--- config.mk ---
export PLATFORM = sky130hd
export DESIGN_NAME = imm_gen_pipe
export DESIGN_NICKNAME = d
export VERILOG_FILES = /design/src/rtl/imm_gen_pipe.sv
export SDC_FILE = /design/constraint.sdc
export NUM_CORES = 1
export LEC_CHECK = 0
export ABC_AREA = 1
export BUFFER_PORTS_ARGS = -buffer_cell sky130_fd_sc_hd__buf_2
export CORE_MARGIN = 4
export CORE_UTILIZATION = 30
export CTS_BUF_LIST = sky130_fd_sc_hd__clkbuf_8 sky130_fd_sc_hd__clkbuf_16
export CTS_CLUSTER_DIAMETER = 150
export DETAILED_ROUTE_END_ITERATION = 12
export PLACE_DENSITY = 0.47
export SLEW_MARGIN = 20
export SYNTH_ARGS = -nofsm -noshare
export SYNTH_HDL_FRONTEND = slang
export SYNTH_SLANG_ARGS = --single-unit
--- constraint.sdc ---
create_clock -name clk -period 4.4 [get_ports clk]
set_input_delay 0.22 -clock clk [delete_from_list [all_inputs] [get_ports clk]]
set_output_delay 0.22 -clock clk [all_outputs]
set_load 0.01 [all_outputs]
--- src/rtl/imm_gen_pipe.sv ---
// Pipelined immediate generator: decodes an instruction/format pair and queues the
// XLEN-wide immediate, error flag and tag in a 2-entry skid FIFO with valid/ready.
module imm_gen_pipe #(
  parameter int XLEN  = 32,
  parameter int TAG_W = 8
) (
  input  logic             clk,
  input  logic             rst,
  input  logic             in_valid,
  output logic             in_ready,
  input  logic [31:0]      in_instr,
  input  logic [2:0]       in_sel,
  input  logic [TAG_W-1:0] in_tag,
  output logic             out_valid,
  input  logic             out_ready,
  output logic [XLEN-1:0]  out_imm,
  output logic             out_err,
  output logic [TAG_W-1:0] out_tag
);

  typedef struct packed {
    logic [XLEN-1:0]  imm;
    logic             err;
    logic [TAG_W-1:0] tag;
  } entry_t;

  localparam logic [2:0] SEL_I  = 3'b000;
  localparam logic [2:0] SEL_IU = 3'b001;
  localparam logic [2:0] SEL_S  = 3'b010;
  localparam logic [2:0] SEL_B  = 3'b011;
  localparam logic [2:0] SEL_U  = 3'b100;
  localparam logic [2:0] SEL_SH = 3'b101;
  localparam logic [2:0] SEL_J  = 3'b110;

  entry_t            new_e;
  entry_t            head_q, head_d;
  entry_t            skid_q, skid_d;
  logic [1:0]        occ_q, occ_d;
  logic              in_ready_q;
  logic              out_valid_q;
  logic              acc, xfer;
  logic [XLEN-1:0]   sx;
  logic signed [31:0] u_imm;
  logic              unused_opcode;

  // Opcode bits never feed any immediate format.
  assign unused_opcode = ^in_instr[6:0];

  assign sx    = {XLEN{in_instr[31]}};
  assign u_imm = {in_instr[31:12], 12'h000};

  always_comb begin
    new_e.imm = '0;
    new_e.err = 1'b0;
    new_e.tag = in_tag;
    case (in_sel)
      SEL_I:  new_e.imm = {sx[XLEN-1:12], in_instr[31:20]};
      SEL_IU: new_e.imm = {{(XLEN-12){1'b0}}, in_instr[31:20]};
      SEL_S:  new_e.imm = {sx[XLEN-1:12], in_instr[31:25], in_instr[11:7]};
      SEL_B:  new_e.imm = {sx[XLEN-1:13], in_instr[31], in_instr[7],
                           in_instr[30:25], in_instr[11:8], 1'b0};
      SEL_U:  new_e.imm = XLEN'(u_imm);
      SEL_SH: begin
        if (XLEN == 64) new_e.imm[5:0] = in_instr[25:20];
        else            new_e.imm[4:0] = in_instr[24:20];
      end
      SEL_J:  new_e.imm = {sx[XLEN-1:21], in_instr[31], in_instr[19:12],
                           in_instr[20], in_instr[30:21], 1'b0};
      default: new_e.err = 1'b1;
    endcase
  end

  assign acc  = in_valid & in_ready_q;
  assign xfer = out_valid_q & out_ready;

  always_comb begin
    head_d = head_q;
    skid_d = skid_q;
    occ_d  = occ_q;
    case ({acc, xfer})
      2'b10: begin
        if (occ_q == 2'd0) head_d = new_e;
        else               skid_d = new_e;
        occ_d = occ_q + 2'd1;
      end
      2'b01: begin
        if (occ_q == 2'd2) head_d = skid_q;
        occ_d = occ_q - 2'd1;
      end
      // Accept with transfer is only reachable at occupancy 1 (in_ready is low at 2).
      2'b11: head_d = new_e;
      default: ;
    endcase
  end

  always_ff @(posedge clk or posedge rst) begin
    if (rst) begin
      head_q      <= '0;
      skid_q      <= '0;
      occ_q       <= 2'd0;
      out_valid_q <= 1'b0;
      in_ready_q  <= 1'b1;
    end else begin
      head_q      <= head_d;
      skid_q      <= skid_d;
      occ_q       <= occ_d;
      out_valid_q <= (occ_d != 2'd0);
      in_ready_q  <= (occ_d != 2'd2);
    end
  end

  assign in_ready  = in_ready_q;
  assign out_valid = out_valid_q;
  assign out_imm   = head_q.imm;
  assign out_err   = head_q.err;
  assign out_tag   = head_q.tag;

endmodule
## After elaboration in Yosys (flattened, before gate mapping)

Cells that the tools add are included.

- Register bits: 86
- Input port bits: 47
- Output and inout port bits: 43
- Logic and storage cells: 43

- Add/sub/neg operators: 2
- Equality and inequality tests: 13
- Muxes and demuxes: 7
- Bitwise operators: 3
- Reductions and logical operators: 9

Operator list:

| kind | count |
|---|---|
| $pmux W27 S5 | 1 |
| $pmux W41 S3 | 1 |
| $mux W41 | 2 |
| $pmux W5 S4 | 1 |
| $eq A3 B3 Y1 const B | 3 |
| $reduce_or A7 Y1 | 1 |
| $eq A2 B2 Y1 const B | 3 |
| $eq A3 B2 Y1 const B | 2 |
| $ne A2 B2 Y1 const B | 3 |
| $pmux W2 S2 | 1 |
| $eq A3 B1 Y1 const B | 1 |
| $logic_not A3 Y1 | 1 |
| $reduce_and A3 Y1 | 1 |
| $reduce_bool A3 Y1 | 1 |
| $reduce_or A3 Y1 | 1 |
| $add A2 B1 Y2 const B | 1 |
| $and A1 B1 Y1 | 2 |
| $eq A2 B1 Y1 const B | 1 |
| $logic_not A2 Y1 | 1 |
| $reduce_and A2 Y1 | 1 |
| $reduce_bool A2 Y1 | 1 |
| $reduce_or A2 Y1 | 1 |
| $sub A2 B1 Y2 const B | 1 |
| $mux W1 | 1 |
| $not A1 Y1 | 1 |

## Logic depth before layout (Yosys ltp)

- Depth in word-level cells: 5
- Mapped depth: 11
- Depth with buffers taken out: 10

## Least setup slack after synthesis

OpenSTA, ideal clock, no wires.

- Path kind: reg-to-reg
- From: reg in_ready_q (netlist: in_ready)
- To: reg head_q (netlist bit out_imm[25])
- Library setup time: 117 ps
- Arrival: 1613 ps
- Data required time: 4283 ps
- Setup slack: 2670 ps
- Cell stages (with the launch flop): 11
- Path buffers: 2
- Period minus slack after synthesis: 1730 ps
- Cell sequence: dfstp_2 -> nand2_1 -> ha_1 -> inv_2 -> nor2_1 -> nor2_1 -> nand2_2 -> buf_4 -> buf_4 -> nand2_1 -> nand2_1

- Cells in the longest elaborated chain, start to end: 4
- Elaborated cells on any way between the ends: 9
- Those cells by class: eq/ne (5); mux (1); bitwise (1); reduce/logical (2)

RTL lines:

| what | line | RTL |
|---|---|---|
| start, declared | 39 | `logic in_ready_q;` |
| start signal, assigned | 108 | `in_ready_q <= (occ_d != 2'd2);` |
| $and A1 B1 Y1 * | 73 | `assign acc = in_valid & in_ready_q;` |
| $eq A2 B1 Y1 / $eq A2 B2 Y1 (equally long branches) | 80 | `case ({acc, xfer})` |
| $ne A2 B2 Y1 (no line) / $reduce_bool A3 Y1 (equally long branches) | n/a |  |
| $reduce_and A3 Y1 (no line) | n/a |  |
| end signal, assigned | 98 | `head_q <= '0;` |
| end signal, assigned | 104 | `head_q <= head_d;` |
| end, declared | 36 | `entry_t head_q, head_d;` |

Mark *: on every way between the ends. The rest lies on a longest branch, timed or not.
A chain may end at the register's enable or synchronous reset.

## Final worst setup path

- From: reg out_valid_q (netlist: out_valid)
- To: reg head_q (netlist bit out_imm[30])

- Cells in the longest elaborated chain, start to end: 4
- Elaborated cells on any way between the ends: 9
- Those cells by class: eq/ne (5); mux (1); bitwise (1); reduce/logical (2)

RTL lines:

| what | line | RTL |
|---|---|---|
| start, declared | 40 | `logic out_valid_q;` |
| start signal, assigned | 107 | `out_valid_q <= (occ_d != 2'd0);` |
| $and A1 B1 Y1 * | 74 | `assign xfer = out_valid_q & out_ready;` |
| $eq A2 B1 Y1 / $eq A2 B2 Y1 (equally long branches) | 80 |  |
| $ne A2 B2 Y1 (no line) / $reduce_bool A3 Y1 (equally long branches) | n/a |  |
| $reduce_and A3 Y1 (no line) | n/a |  |

Marks and branches as above.

==> out/qor.csv <==
metric,value,unit
status,"finished, final reports clean",
total number of H-tree levels,3,
switching fraction of total power,37.94,%
proportion of power drawn by flip-flops and latches,40.7,%
via count,3535,
Slew headroom,44.90,%
Reg2Reg Launch Point,out_valid$_DFF_PP0_,
number of hold violations in the final report,0,
reg-to-reg setup timing slack,1.87,ns
Max VDD drop,0.2184,mV
power after layout,0.003333,W
TritonCTS Sinks,86,
shortest period the worst path allows,2.526,ns
power density relative to cell area,684.7,nW/um2
PortBufs,82,
"non-filler cells, final",766,
Chip Height,124.1,um
proportion of layout cells with a drive suffix above 1,20.85,%
unique cell type count in the Yosys netlist,23,
number of standard cells after synthesis,517,
leak pwr,2.563,nW
"commonest non-fill, non-tap cells in the layout","sky130_fd_sc_hd__nand2_1 (194), sky130_fd_sc_hd__dfrtp_1 (85), sky130_fd_sc_hd__buf_2 (82)",
Max-Cap Viols,0,
max-slew violation total from the final report,0,
Die Width,124.1,um
highest fanout seen on the critical path,43,
number of cell instances on the worst register-to-register path,11,
via density per instance,4.615,
count of instances resized after the clock tree is built,0,
antenna violations before repair,0,
number of rows in the core area,42,
synthesized flop and latch total,86,
top-area cell type share of the netlist area,52.63,%
area of the placeable core,13240,um2
HP Start,in_tag[7],
Post-Route Skew,0.005580,ns
fin crit share,57.42,%
"area leader, netlist",sky130_fd_sc_hd__dfrtp_1,
area added between synthesis and finish,20.43,%
top-level I/O count,90,
WS Path Type,flip-flop to flip-flop,
worst-margin pin slew,0.8252,ns
Worst-path clk slew,0.06,ns
cell-internal power,0.002068,W
end of the critical path,out_imm[30]$_DFFE_PP0P_,
Wirelength per Cell,13.73,um
hold bufs inserted after CTS,1,
First DRT Iteration DRCs,170,
Final GP Congestion,0.7661,
count of nets after finishing,636,
critical path required time,4.63,ns
router iterations before antenna repair,4,
Arrival @ worst endpoint,2.76,ns
Post-Layout Inst Area,4867,um2
worst skew pair latency,0.34,ns
origin of the worst setup path,out_valid$_DFF_PP0_,
switching power,0.001264,W
number of nets still failing antenna checks after routing,0,
Clk pwr share,22.6,%
mapped cell area,4041,um2
clock tree root buffer cell,sky130_fd_sc_hd__clkbuf_16,
maximum achievable frequency,395.8,MHz
remaining global-route overflow,0,
GRT Overall Usage,14.32,%
Reg-to-Reg End,out_imm[30]$_DFFE_PP0P_,
dpl cells,750,
overall die area,15390,um2
final count of negative-setup-slack endpoints,0,
cell types occupying the most area after synthesis,"sky130_fd_sc_hd__dfrtp_1 (53%), sky130_fd_sc_hd__nand2_1 (18%), sky130_fd_sc_hd__nor2_1 (5.9%)",
final wirelength,10520,um
DRC violation count after routing,0,
mean post-synth cell area,7.817,um2
number of setup buffers added after CTS,0,
half-perimeter wire length of the detailed placement result,6945,um
YS warnings,0,
diode insertion count for antenna repair,0,
Total Negative Setup Slacks,0,ns
nature of the critical path endpoint,flip-flop,
synthesized net count,567,
fraction of power consumed by combinational cells,36.7,%
placed standard-cell area,4564,um2
clock tree from TritonCTS,done,
largest net degree at the start of global routing,54,
number of clock buffers inserted by TritonCTS,9,
setup repair after global routing missed its margin,no,
number of global-route vias before repair,3254,
"leading cell type in the layout, fill and taps excluded",sky130_fd_sc_hd__nand2_1,
share of synthesized area occupied by flip-flops and latches,53.28,%
Worst Setup Start Kind,flip-flop,
class of the most critical hold timing path,primary input to flip-flop,
effective utilization at floorplan,30.52,%
global-route wire length before repair,16930,um
maximum number of buffers from clock root to sink,2,
stage by stage:
stage	hold WS, ns	util (%)	worst slack (ns)
3_5_place_dp	0.3658	34.47	1.514
3_3_place_gp	0.3614	34.47	1.564
2_1_floorplan	0.3808	-	1.960
6_report	0.1521	36.75	1.874
5_1_grt	0.1778	36.75	1.642
4_1_cts	0.1403	36.73	1.507
power groups by stage:
stage | clock network (W) | logic, W | registers (W)
after CTS | 0.000782 | 0.00125 | 0.00136
after global routing | 0.000817 | 0.00141 | 0.00140
final | 0.000755 | 0.00122 | 0.00136
after detailed placement | 0 | 0.00125 | 0.00137
after floorplan | 0 | 0.000792 | 0.00143
after global placement | 0 | 0.00123 | 0.00136
registers in the layout, indices dropped and copies added, names as in the netlist:
name,count
in_ready,1
out_imm,32
occ_q,2
skid_q,41
out_valid,1
out_tag,8
out_err,1
cells by family (layout without fill, tap and decap cells):
group | count (synthesis) | count (layout) | synth area share, %
AND/OR/NAND/NOR | 315 | 315 | 31.67
flip-flops | 86 | 86 | 53.28
AO/OA/AOI/OAI | 58 | 58 | 8.018
XOR/XNOR | 2 | 2 | 0.4335
buffers and inverters | 53 | 126 | 5.665
adder cells (fa/ha/maj) | 3 | 3 | 0.9289
synth_stat cells (all sizes together):
cell    number
xor2         2
nand3       42
clkbuf      12
ha           3
or2          8
nand4        4
a21oi        1
nor2        64
o21ai       33
dfrtp       85
dfstp        1
a31oi       24
buf         17
inv         24
nand2      197
area by class of cell:
| type | count | area, um2 |
|---|---|---|
| fill | 1440 | 8376 |
| sequential | 86 | 2153 |
| multi-input combinational | 378 | 1662 |
| timing repair buffer | 87 | 450.4 |
| clock buffer | 10 | 239.0 |
| tap | 176 | 220.2 |
| inverter | 24 | 91.34 |
| clock inverter | 5 | 51.30 |
worst max-delay path, stage by stage, from the launching register on:
cell	delay (ns)
sky130_fd_sc_hd__dfrtp_1	0.34
sky130_fd_sc_hd__nand2_1	0.10
sky130_fd_sc_hd__inv_1	0.07
sky130_fd_sc_hd__ha_2	0.54
sky130_fd_sc_hd__nand2_1	0.15
sky130_fd_sc_hd__nand2_1	0.10
sky130_fd_sc_hd__nor2_1	0.05
sky130_fd_sc_hd__nand2_2	0.30
sky130_fd_sc_hd__buf_4	0.50
sky130_fd_sc_hd__nor2_1	0.08
sky130_fd_sc_hd__nand2_1	0.11
sky130_fd_sc_hd__nand2_1	0.05
per-layer routing:
layer	wire, um	global-route usage [%]	vias up
li1	-	-	1783
met4	212	6.571	0
met3	656	3.633	13
met1	5013	19.48	1653
met2	4634	21.39	86
met5	0	0	-
how the worst min path moves through the flow:
stage | depth (start not counted) | end | slack (ns)
finish | 3 | skid_q[7]$_DFFE_PP0P_ | 0.15
global route | 3 | skid_q[0]$_DFFE_PP0P_ | 0.18
CTS | 3 | skid_q[7]$_DFFE_PP0P_ | 0.14
detailed placement | 2 | out_imm[3]$_DFFE_PP0P_ | 0.37
global placement | 2 | out_imm[3]$_DFFE_PP0P_ | 0.36
floorplan | 2 | skid_q[14]$_DFFE_PP0P_ | 0.38
Power figures use the tool's default switching activity.
